$ cat src/rtl/fir_pkg.sv
// Shared constants and width helpers for the pipelined FIR filter.
package fir_pkg;

  localparam int unsigned DEF_NTAPS  = 5;
  localparam int unsigned DEF_COEF_W = 4;

  // Tap 0 sits in the least-significant coefficient slot.
  localparam logic [DEF_NTAPS*DEF_COEF_W-1:0] COEF_INIT_DEF = {4'd1, 4'd2, 4'd3, 4'd2, 4'd1};

  function automatic int unsigned clog2(input int unsigned n);
    int unsigned r;
    r = 0;
    for (int unsigned v = n - 1; v > 0; v = v >> 1) r++;
    return r;
  endfunction

  function automatic int unsigned acc_width(input int unsigned data_w,
                                            input int unsigned coef_w,
                                            input int unsigned ntaps);
    return data_w + coef_w + clog2(ntaps);
  endfunction

endpackage

$ cat src/rtl/fir_pipe_param_if.sv
// Sample stream, coefficient programming and result signals of the FIR filter.
interface fir_pipe_param_if
  import fir_pkg::*;
#(
  parameter int unsigned NTAPS  = 5,
  parameter int unsigned DATA_W = 8,
  parameter int unsigned COEF_W = 4,
  parameter int unsigned OUT_W  = 12
);

  localparam int unsigned ADDR_W = clog2(NTAPS);

  logic              in_valid;
  logic [DATA_W-1:0] data_in;
  logic              coef_we;
  logic [ADDR_W-1:0] coef_addr;
  logic [COEF_W-1:0] coef_wdata;
  logic              coef_commit;
  logic              out_valid;
  logic [OUT_W-1:0]  data_out;
  logic              sat;

  modport master (
    output in_valid, data_in, coef_we, coef_addr, coef_wdata, coef_commit,
    input  out_valid, data_out, sat
  );

  modport slave (
    input  in_valid, data_in, coef_we, coef_addr, coef_wdata, coef_commit,
    output out_valid, data_out, sat
  );

endinterface

$ cat src/rtl/fir_coef_bank.sv
// Double-buffered coefficient store: writes land in the shadow bank and a
// commit copies it into the active bank used by the multipliers.
module fir_coef_bank
  import fir_pkg::*;
#(
  parameter int unsigned NTAPS  = 5,
  parameter int unsigned COEF_W = 4,
  parameter logic [NTAPS*COEF_W-1:0] COEF_INIT = COEF_INIT_DEF
) (
  input  logic                       clk,
  input  logic                       rst,
  input  logic                       we,
  input  logic [clog2(NTAPS)-1:0]    addr,
  input  logic [COEF_W-1:0]          wdata,
  input  logic                       commit,
  output logic [NTAPS*COEF_W-1:0]    active
);

  localparam int unsigned ADDR_W = clog2(NTAPS);

  logic [COEF_W-1:0] shadow      [NTAPS];
  logic [COEF_W-1:0] shadow_next [NTAPS];
  logic [COEF_W-1:0] act         [NTAPS];

  // Addresses at or beyond NTAPS match no slot and are dropped.
  always_comb begin
    for (int unsigned i = 0; i < NTAPS; i++) begin
      shadow_next[i] = shadow[i];
      if (we && (addr == ADDR_W'(i))) shadow_next[i] = wdata;
    end
  end

  // Committing from shadow_next folds a same-cycle write into the new bank.
  always_ff @(posedge clk or posedge rst) begin
    if (rst) begin
      for (int unsigned i = 0; i < NTAPS; i++) begin
        shadow[i] <= COEF_INIT[i*COEF_W +: COEF_W];
        act[i]    <= COEF_INIT[i*COEF_W +: COEF_W];
      end
    end else begin
      for (int unsigned i = 0; i < NTAPS; i++) begin
        shadow[i] <= shadow_next[i];
        if (commit) act[i] <= shadow_next[i];
      end
    end
  end

  always_comb begin
    active = '0;
    for (int unsigned i = 0; i < NTAPS; i++) active[i*COEF_W +: COEF_W] = act[i];
  end

endmodule

$ cat src/rtl/fir_pipe_param.sv
// Three-stage FIR: tap shift register, parallel product register, then a
// saturating adder-tree output register.
module fir_pipe_param
  import fir_pkg::*;
#(
  parameter int unsigned NTAPS  = 5,
  parameter int unsigned DATA_W = 8,
  parameter int unsigned COEF_W = 4,
  parameter int unsigned OUT_W  = 12,
  parameter logic [NTAPS*COEF_W-1:0] COEF_INIT = COEF_INIT_DEF
) (
  input logic             clk,
  input logic             rst,
  fir_pipe_param_if.slave bus
);

  localparam int unsigned PROD_W = DATA_W + COEF_W;
  localparam int unsigned ACC_W  = acc_width(DATA_W, COEF_W, NTAPS);

  logic [NTAPS*COEF_W-1:0] coef_flat;
  logic [DATA_W-1:0]       tap  [NTAPS];
  logic [PROD_W-1:0]       prod [NTAPS];
  logic                    v1;
  logic                    v2;
  logic [ACC_W-1:0]        sum;
  logic [OUT_W-1:0]        sum_clip;
  logic                    sum_over;
  logic                    out_valid_q;
  logic [OUT_W-1:0]        data_out_q;
  logic                    sat_q;

  fir_coef_bank #(
    .NTAPS    (NTAPS),
    .COEF_W   (COEF_W),
    .COEF_INIT(COEF_INIT)
  ) u_coef_bank (
    .clk   (clk),
    .rst   (rst),
    .we    (bus.coef_we),
    .addr  (bus.coef_addr),
    .wdata (bus.coef_wdata),
    .commit(bus.coef_commit),
    .active(coef_flat)
  );

  always_ff @(posedge clk or posedge rst) begin
    if (rst) begin
      for (int unsigned i = 0; i < NTAPS; i++) tap[i] <= '0;
      v1 <= 1'b0;
    end else begin
      v1 <= bus.in_valid;
      if (bus.in_valid) begin
        tap[0] <= bus.data_in;
        for (int unsigned i = 1; i < NTAPS; i++) tap[i] <= tap[i-1];
      end
    end
  end

  always_ff @(posedge clk or posedge rst) begin
    if (rst) begin
      for (int unsigned i = 0; i < NTAPS; i++) prod[i] <= '0;
      v2 <= 1'b0;
    end else begin
      v2 <= v1;
      for (int unsigned i = 0; i < NTAPS; i++)
        prod[i] <= PROD_W'(tap[i]) * PROD_W'(coef_flat[i*COEF_W +: COEF_W]);
    end
  end

  always_comb begin
    sum = '0;
    for (int unsigned i = 0; i < NTAPS; i++) sum = sum + ACC_W'(prod[i]);
  end

  // Clipping only exists when the accumulator is wider than the output.
  generate
    if (ACC_W > OUT_W) begin : g_clip
      assign sum_over = |sum[ACC_W-1:OUT_W];
      assign sum_clip = sum_over ? '1 : sum[OUT_W-1:0];
    end else begin : g_wide
      assign sum_over = 1'b0;
      assign sum_clip = OUT_W'(sum);
    end
  endgenerate

  always_ff @(posedge clk or posedge rst) begin
    if (rst) begin
      out_valid_q <= 1'b0;
      data_out_q  <= '0;
      sat_q       <= 1'b0;
    end else begin
      out_valid_q <= v2;
      if (v2) begin
        data_out_q <= sum_clip;
        sat_q      <= sum_over;
      end
    end
  end

  assign bus.out_valid = out_valid_q;
  assign bus.data_out  = data_out_q;
  assign bus.sat       = sat_q;

endmodule

$ cat src/flat_wrapper.sv
// flat-port wrapper written by rule: the top's interface ports become plain ports
module fir_pipe_param_flat import fir_pkg::*;
#(
  parameter int unsigned NTAPS  = 5,
  parameter int unsigned DATA_W = 8,
  parameter int unsigned COEF_W = 4,
  parameter int unsigned OUT_W  = 12,
  parameter logic [NTAPS*COEF_W-1:0] COEF_INIT = COEF_INIT_DEF
)
  (clk, rst, bus_in_valid, bus_data_in, bus_coef_we, bus_coef_addr, bus_coef_wdata, bus_coef_commit, bus_out_valid, bus_data_out, bus_sat);
  fir_pipe_param_if #(.NTAPS(NTAPS), .DATA_W(DATA_W), .COEF_W(COEF_W), .OUT_W(OUT_W)) bus_i ();
  input logic clk;
  input logic rst;
  input wire logic [$bits(bus_i.in_valid)-1:0] bus_in_valid;
  input wire logic [$bits(bus_i.data_in)-1:0] bus_data_in;
  input wire logic [$bits(bus_i.coef_we)-1:0] bus_coef_we;
  input wire logic [$bits(bus_i.coef_addr)-1:0] bus_coef_addr;
  input wire logic [$bits(bus_i.coef_wdata)-1:0] bus_coef_wdata;
  input wire logic [$bits(bus_i.coef_commit)-1:0] bus_coef_commit;
  output wire logic [$bits(bus_i.out_valid)-1:0] bus_out_valid;
  output wire logic [$bits(bus_i.data_out)-1:0] bus_data_out;
  output wire logic [$bits(bus_i.sat)-1:0] bus_sat;
  assign bus_i.in_valid = bus_in_valid;
  assign bus_i.data_in = bus_data_in;
  assign bus_i.coef_we = bus_coef_we;
  assign bus_i.coef_addr = bus_coef_addr;
  assign bus_i.coef_wdata = bus_coef_wdata;
  assign bus_i.coef_commit = bus_coef_commit;
  assign bus_out_valid = bus_i.out_valid;
  assign bus_data_out = bus_i.data_out;
  assign bus_sat = bus_i.sat;
  fir_pipe_param #(.NTAPS(NTAPS), .DATA_W(DATA_W), .COEF_W(COEF_W), .OUT_W(OUT_W), .COEF_INIT(COEF_INIT)) u_core (.clk(clk), .rst(rst), .bus(bus_i));
endmodule
$ cat config.mk
export PLATFORM = sky130hd
export DESIGN_NAME = fir_pipe_param_flat
export DESIGN_NICKNAME = d
export VERILOG_FILES = /design/src/rtl/fir_pkg.sv /design/src/rtl/fir_pipe_param_if.sv /design/src/rtl/fir_coef_bank.sv /design/src/rtl/fir_pipe_param.sv /design/src/flat_wrapper.sv
export SDC_FILE = /design/constraint.sdc
export NUM_CORES = 1
export LEC_CHECK = 0
export CAP_MARGIN = 10
export CORE_MARGIN = 2
export CORE_UTILIZATION = 50
export CTS_CLUSTER_DIAMETER = 100
export CTS_CLUSTER_SIZE = 8
export DETAILED_ROUTE_END_ITERATION = 8
export GPL_ROUTABILITY_DRIVEN = 0
export PLACE_DENSITY_LB_ADDON = 0.08
export SYNTH_ARGS = -nofsm -noshare
export SYNTH_HDL_FRONTEND = slang
export SYNTH_HIERARCHICAL = 1
export SYNTH_SLANG_ARGS = --single-unit
$ cat constraint.sdc
create_clock -name clk -period 4.6 [get_ports clk]
set_clock_uncertainty 0.15 [all_clocks]
set_input_delay 0.92 -clock clk [delete_from_list [all_inputs] [get_ports clk]]
set_output_delay 0.92 -clock clk [all_outputs]
set_load 0.01 [all_outputs]
**Word-level counts from Yosys, hierarchy flattened**

Index checks and enable logic that the tools add are counted.
W data, S select, Z words.

- Memory bits (writable): 0
- Input bits: 20
- Bits in registers: 156
- ROM bits: 0
- Logic and storage cells: 51
- Latch bits: 0
- Output and inout bits: 14
- Memories: 0

- Eq/ne operators: 4
- Magnitude comparators: 0
- Bitwise logic cells: 0
- $mul: 5
- Reduce and logical (&&, ||, !) cells: 7
- Div/mod/pow operators: 0
- Add/sub/neg operators: 4
- Mux-type cells: 6
- Shifts and indexed selects: 0

Operator list:

| kind | count |
|---|---|
| $mul A8 B4 Y12 | 5 |
| $add A15 B12 Y15 | 3 |
| $mux W4 | 5 |
| $add A12 B12 Y13 | 1 |
| $mux W12 | 1 |
| $eq A3 B2 Y1 const B | 2 |
| $logic_and A1 B1 Y1 | 5 |
| $eq A3 B1 Y1 const B | 1 |
| $eq A3 B3 Y1 const B | 1 |
| $logic_not A3 Y1 | 1 |
| $reduce_or A3 Y1 | 1 |

**Longest topological paths before layout**

Gate-level depths: netlist of run 1.

- Word-level depth: 6
- Mapped depth: 15
- Gate-level depth less buffers: 14

**By module**

Netlist of run 1, hierarchy kept.

Modules (own cells, without submodules):

| module | area an instance (µm²) | instances | cells each | sequential area each (µm²) |
|---|---|---|---|---|
| fir_pipe_param | 9,535.4 | 1 | 932 | 2,902.8 |
| fir_coef_bank | 1,604.0 | 1 | 88 | 1,016.0 |

**Worst setup path after synthesis of run 1**

OpenSTA, ideal clock, no wires.

- Path type: flip-flop to flip-flop
- Start: reg u_core/prod[1] (netlist bit)
- End: reg u_core.data_out_q[0], in the netlist u_core/bus.data_out[0]
- Arrival time: 3.710 ns
- Path buffers: 1
- Path slack: 0.619 ns
- Clock period less this slack: 3.981 ns
- Stages on the path, launching flop included: 15
- Library setup time: 0.121 ns
- Required time: 4.329 ns
- Cell sequence: dfrtp_1 inv_1 fa_1 fa_1 fa_1 inv_1 ha_1 fa_1 a211oi_2 o21a_1 nor3_2 nor4b_2 o22ai_2 buf_6 o22a_1

- Cells in the longest elaborated chain, start to end: 3

Ends and longest elaborated chain:

| element | RTL line | RTL |
|---|---|---|
| start, declared | fir_pipe_param.sv:22 | `logic [PROD_W-1:0] prod [NTAPS];` |
| start signal, assigned by index | fir_pipe_param.sv:66 | `prod[i] <= PROD_W'(tap[i]) * PROD_W'(coef_flat[i*COEF_W +: COEF_W]);` |
| $add A15 B12 Y15 | fir_pipe_param.sv:72 | `for (int unsigned i = 0; i < NTAPS; i++) sum = sum + ACC_W'(prod[i]);` |
| $reduce_or A3 Y1 | fir_pipe_param.sv:78 | `assign sum_over = \|sum[ACC_W-1:OUT_W];` |
| $mux W12 | fir_pipe_param.sv:79 | `assign sum_clip = sum_over ? '1 : sum[OUT_W-1:0];` |
| end signal, assigned | fir_pipe_param.sv:94 | `data_out_q <= sum_clip;` |
| end, declared | fir_pipe_param.sv:29 | `logic [OUT_W-1:0] data_out_q;` |

Every way passes these cells.
A chain may end at the register's enable or synchronous reset.

**Final worst setup path of run 1**

- Start: reg u_core/prod[1] (netlist bit)
- End: reg u_core.data_out_q[10], in the netlist u_core/bus.data_out[10]

- Cells in the longest elaborated chain, start to end: 3

Ends and longest elaborated chain:

| element | RTL line |
|---|---|
| $add A15 B12 Y15 (*) | fir_pipe_param.sv:72 |
| $reduce_or A3 Y1 | fir_pipe_param.sv:78 |
| $mux W12 (*) | fir_pipe_param.sv:79 |

Mark *: on every way between the ends. The rest lies on a longest branch, timed or not.

==> results of run 1 <==
[synthesized netlist by cell type, drive strengths merged (3+ instances only)]
cell / number / area [um2]
inv: 187 / 702
dfrtp: 144 / 3600
nand2: 118 / 443
fa: 95 / 1900
ha: 95 / 1190
mux2: 81 / 957
and2: 65 / 407
xnor2: 31 / 272
nor2: 27 / 104
a21oi: 20 / 108
a21o: 15 / 113
nor3: 15 / 80.1
o21ai: 13 / 68.8
xor2: 13 / 114
dfstp: 12 / 315
o22a: 12 / 105
o21a: 6 / 45.0
nor2b: 5 / 31.3
o21bai: 5 / 48.8
buf: 4 / 22.5
clkbuf: 4 / 15.0
nand2b: 4 / 25.0
o211ai: 4 / 30.0
or4: 4 / 30.0
a211oi: 3 / 32.5
and4bb: 3 / 48.8
nand3: 3 / 15.0
nor4: 3 / 18.8
o41ai: 3 / 45.1
[flip-flops by register name, summed over array words and instances, names as in the netlist]
signal	flops
u_core/v2	1
u_core/tap	40
u_core/v1	1
u_core/bus.data_out	12
u_core/u_coef_bank/active	20
u_core/bus.sat	1
u_core/u_coef_bank/shadow	20
u_core/bus.out_valid	1
u_core/prod	60
[metrics by stage]
step	util	instances	hold slack, ns	cell area (um2)	setup slack, ns
after floorplan	-	1020	0.181	11100	0.458
after global placement	0.541	1328	0.182	11800	0.484
after detailed placement	0.541	1328	0.191	11800	0.422
after CTS	0.568	1360	0.208	12400	0.400
after global routing	0.568	1360	0.220	12400	0.256
final	0.568	1360	0.203	12400	0.398
[worst max-delay path by stage]
stage | to | slack (ns) | cells past startpoint
after global routing | u_core/bus.data_out[10] | 0.26 | 14
after floorplan | u_core/bus.data_out[0] | 0.46 | 1
after global placement | u_core/bus.data_out[10] | 0.48 | 14
after detailed placement | u_core/bus.data_out[1] | 0.42 | 14
final | u_core/bus.data_out[10] | 0.40 | 14
after CTS | u_core/bus.data_out[10] | 0.40 | 14
[metal layers]
| layer | share of wire | track usage | wire length, um |
|---|---|---|---|
| met2 | 0.47 | 0.323 | 10000 |
| met1 | 0.50 | 0.274 | 10700 |
| met4 | 0.016 | 0.0582 | 353 |
| met5 | 0 | 0 | 0 |
| met3 | 0.022 | 0.0286 | 465 |
[worst max-delay path, cell delays in order (launching register included)]
cell and delay [ns]:
dfrtp_1 0.32, inv_1 0.05, fa_1 0.57, fa_1 0.44
fa_1 0.51, inv_1 0.05, ha_1 0.24, fa_1 0.45
a211oi_2 0.26, o21a_1 0.23, nor3_2 0.07, nor4b_2 0.28
o22ai_2 0.10, buf_4 0.19, o22a_1 0.19
[kinds of logic (layout without fill, tap and decap cells)]
group | after synthesis | count (layout) | share of synthesized area
AOI/OAI and AO/OA | 96 | 96 | 0.0665
xor gates and xnor gates | 44 | 44 | 0.0346
adders and majority gates | 190 | 190 | 0.277
buffers and inverters | 195 | 255 | 0.0664
DFF | 156 | 156 | 0.352
muxes | 81 | 81 | 0.0859
and+or+nand+nor | 258 | 258 | 0.117
[placed cells by master (no fill, tap or decap), types with 4 or more instances in the layout]
| cell type | Yosys | layout |
|---|---|---|
| o22a_1 | 12 | 12 |
| a21oi_1 | 18 | 18 |
| nor2_1 | 26 | 26 |
| xnor2_1 | 31 | 31 |
| nand2b_1 | 4 | 4 |
| clkdlybuf4s50_1 | 0 | 32 |
| dfrtp_1 | 144 | 144 |
| o21ai_0 | 7 | 7 |
| fa_1 | 95 | 95 |
| o21ai_1 | 5 | 5 |
| o21bai_1 | 4 | 4 |
| and2_1 | 65 | 65 |
| or4_1 | 4 | 4 |
| nor2b_1 | 5 | 5 |
| inv_6 | 0 | 6 |
| dfstp_2 | 12 | 12 |
| nand2_1 | 118 | 118 |
| nor3_1 | 14 | 14 |
| o21a_1 | 6 | 6 |
| xor2_1 | 13 | 13 |
| a21o_1 | 15 | 15 |
| o211ai_1 | 4 | 4 |
| clkbuf_16 | 0 | 17 |
| mux2_2 | 69 | 69 |
| inv_1 | 187 | 186 |
| ha_1 | 95 | 95 |
| inv_8 | 0 | 4 |
| mux2_4 | 12 | 12 |
[layout make-up]
cell class | instances | area, um2
Clock buffer | 18 | 429
Clock inverter | 14 | 150
Fill cell | 1911 | 9430
Inverter | 187 | 704
Multi-Input combinational cell | 669 | 6480
Sequential cell | 156 | 3920
Tap cell | 280 | 350
Timing Repair Buffer | 36 | 360
==> run metrics, run 1 <==
Max Transition Viols Final 0; IO buf count 33; max-cap violation count 0; achievable frequency between 200 and 250 MHz; endpoints failing hold 0; critical register-to-register path endpoint u_core/bus.data_out[10]; DIE AREA 0.0235 mm2; Reg2Reg Setup Slack 0.40 ns; initial antenna violation count 0; HP Start u_core/v1; required time reported for the critical path endpoint about 4.8 ns; CP Class reg -> reg; antenna diode count 0; total wirelength of the detailed-routed design roughly 22 mm; number of nets in the final layout roughly 1300; headroom to the max-slew limit 0.299; Routed wire per std cell 15.9 um; drt initial violations 317; mean post-synth cell area roughly 11 um2; pin count of the biggest net entering global routing between 100 and 150; GR Overflow Total 0; kind of start point of the critical path flop; clock transition at the registers of the reported paths 0.07 ns; total clock buffers created by CTS 17; number of ports placed on the die boundary 34; number of vias per cell 5.14; async set-reset flop share out of synthesis 1.00; Netlist cell types 61; overall global routing resource usage 0.197; Hold Path Sink u_core/v2; post-synthesis register bit count approximately 160; total setup buffers inserted after CTS 0; DRC errors left 0; startpoint of the worst register-to-register path u_core/prod[1]; Worst Path Arrival 4.36 ns; type of the most critical hold path reg -> reg; insertion delay of the later-clocked pin in the worst-skew pair 0.43 ns; Die Ht approximately 150 um; total of warnings raised by yosys 6; number of cells on the worst reg-to-reg path 14; CP Capture Type flop; depth of the worst hold-timing path 0; vias in the first global route 7409; fraction of final layout cells sized beyond drive strength 1 0.136; final critical delay including setup and external delays 4.20 ns; Floorplan Core Area 0.0218 mm2; post-detailed-route count of antenna-violating nets 0; global-route wire length before repair around 37 mm; status finished, final reports clean; critical path startpoint u_core/prod[1]; Final HPWL DP 17.2 mm; cell area after synthesis 0.0111 mm2; Final setup violation count 0; final worst-path cycle share 0.913; area growth from synthesis to final layout 11.3%; Clock Tree Root clkbuf_16; Initial Util 0.510; number of hold-repair buffers added at the cts stage 0; Post-Syn Nets roughly 1200; setup repair after global routing missed its margin no; Resized Gates After CTS 0; length of the first detailed-routing pass in iterations 4; standard-cell rows 54; Syn Inst Count 1020; Setup TNS 0 ns; total number of clock tree sinks about 160; via count approximately 7000; H-tree depth 4; number of flops mapped to enable cells by yosys 0; buffer levels on the longest clock path 2; CTS tree built; part of the Yosys area used for sequential elements 0.352; Worst-Margin Slew approximately 1.1 ns; critical path peak fanout 13; floorplan die width about 150 um; Synth Flop Type dfrtp_1
Power of run 1 is left out: the tool's default activity adds up to more than one toggle a clock period on the data nets, which glitch-free logic cannot reach.
==> run 2: changes to the inputs <==
--- a/config.mk
+++ b/config.mk
@@ -6,6 +6,7 @@
 export NUM_CORES = 1
 export LEC_CHECK = 0
 export CAP_MARGIN = 10
+export CORE_ASPECT_RATIO = 0.5
 export CORE_MARGIN = 2
 export CORE_UTILIZATION = 50
 export CTS_CLUSTER_DIAMETER = 100
==> run 2 against run 1 <==
Core utilization grew 0.34 points; routed wire length grew 5.0%; maximum frequency shrank 1.2%; non-clock buffer count is the same; cell area grew 0.38%; via count grew 0.34%; register-to-register slack lost 0.05 ns; critical path depth shrank 1; flip-flop and latch count is the same; worst setup slack lost 0.050 ns; critical endpoint is now u_core/bus.data_out[2].
==> run metrics, run 2 (synthesized netlist as in run 1, its figures left out) <==
critical register-to-register path endpoint u_core/bus.data_out[2]; final cell utilization of the core 0.571; commonest non-fill, non-tap cell in the layout inv_1; number of cells on the worst reg-to-reg path 13; drt initial violations about 420; global-route wire length before repair 38.4 mm; endpoints failing hold 0; GR Overflow Total 0; standard-cell rows 38; Critical Path Slowest Stage Cell fa_1; required time reported for the critical path endpoint 4.81 ns; kind of start point of the critical path flop; buffer levels on the longest clock path 2; most used cells in the layout excluding fill and tap cells 186 x inv_1, 144 x dfrtp_1, 118 x nand2_1; pin count of the biggest net entering global routing 49; critical path peak fanout 13; depth of the worst hold-timing path 0; Worst Path Arrival approximately 4.5 ns; IO buf count 33; status finished, final reports clean; setup repair after global routing missed its margin no; length of the first detailed-routing pass in iterations 6; register containing the most flip-flops in the final layout u_core/prod; Clock Tree Root clkbuf_16; crit-path max cell delay 0.55 ns; HP Start u_core/v1; CP dominant cell by count fa_1; Die Ht 110 um; CP Class reg -> reg; max-cap violation count 0; type of the most critical hold path reg -> reg; Final HPWL DP 18.0 mm; headroom to the max-slew limit 0.288; overall global routing resource usage 0.212; crit path cell chain inv_1 > fa_1 > fa_1 > fa_1 > inv_1 > ha_1 > fa_1 > a211oi_2 > o21a_1 > nor3_2 > o221a_1 > o22ai_4 > o22a_1; number of vias per cell 5.09; Routed wire per std cell 16.4 um; antenna diode count 0; via count 7021; worst setup slack after placement 0.209 ns; initial antenna violation count 1; total wirelength of the detailed-routed design 22.6 mm; number of nets in the final layout 1277; DRC errors left 0; total clock buffers created by CTS 17; number of ports placed on the die boundary 34; Final setup violation count 0; CTS tree built; final critical delay including setup and external delays roughly 4.3 ns; floorplan die width 215 um; CP Capture Type flop; Initial Util 0.512; number of hold-repair buffers added at the cts stage 0; Largest regs u_core/prod: 60 flops, u_core/tap: 40 flops; Worst-Margin Slew 1.07 ns; startpoint of the worst register-to-register path u_core/prod[1]; Setup TNS 0 ns; insertion delay of the later-clocked pin in the worst-skew pair roughly 0.43 ns; post-detailed-route count of antenna-violating nets 0; vias in the first global route 7346; area growth from synthesis to final layout 11.7%; Floorplan Core Area 0.0218 mm2; Reg2Reg Setup Slack 0.35 ns; H-tree depth 4; minimum setup slack in the final design 0.348 ns; final worst-path cycle share 0.924; achievable frequency 235 MHz; Max Transition Viols Final 0; Hold Path Sink u_core/v2; total number of clock tree sinks 156; DIE AREA 0.0236 mm2; fraction of final layout cells sized beyond drive strength 1 0.137; clock transition at the registers of the reported paths 0.06 ns; number of flip-flops under the largest register name 60
[run 2: changes by cell type in the layout (fill, tap and decap cells not counted), sizes merged]
cell	change
clkbuf	+1
clkinv	-1
clkinvlp	+1
inv	-1
[run 2: critical path, delay by kind of cell (launching register included)]
family	cells	cell delay (ns)
buffers and inverters	2	0.10
adder cells (fa/ha/maj)	5	2.21
AND/OR/NAND/NOR	1	0.08
flip-flops	1	0.33
AO/OA/AOI/OAI	5	1.34
[run 2: repair_timing]
action / in CTS / in global routing
buffers inserted: 0 / 0
resized for setup: 0 / 1
setup endpoints to repair: 0 / 11
[run 2: per-stage QoR]
stage,instances,hold WS [ns],area [um2]
CTS,1380,0.202,12400
global route,1380,0.221,12400
global placement,1348,0.186,11800
finish,1380,0.200,12400
detailed placement,1348,0.187,11800
floorplan,1020,0.181,11100
[run 2: final cells by class]
class                           count  area (um2)
Timing Repair Buffer               36         360
Tap cell                          300         375
Multi-Input combinational cell    669        6490
Fill cell                        1883        9330
Inverter                          187         704
Sequential cell                   156        3920
Clock buffer                       19         453
Clock inverter                     13         141
[run 2: per-layer routing]
layer / routed length, um / GRT usage
met1: 11900 / 0.315
met5: 0 / 0
met3: 900 / 0.0365
met2: 9520 / 0.325
met4: 284 / 0.0562
[run 2: how the worst max path moves through the flow]
stage	startpoint	to	slack (ns)	cells after the start
2_1_floorplan	rst	u_core/bus.data_out[0]	0.46	1
3_3_place_gp	u_core/prod[1]	u_core/bus.data_out[5]	0.34	13
3_5_place_dp	u_core/prod[1]	u_core/bus.data_out[10]	0.21	13
4_1_cts	u_core/prod[1]	u_core/bus.data_out[10]	0.20	13
5_1_grt	u_core/prod[1]	u_core/bus.data_out[0]	0.12	13
6_report	u_core/prod[1]	u_core/bus.data_out[2]	0.35	13
Power of run 2 is left out for the same reason.
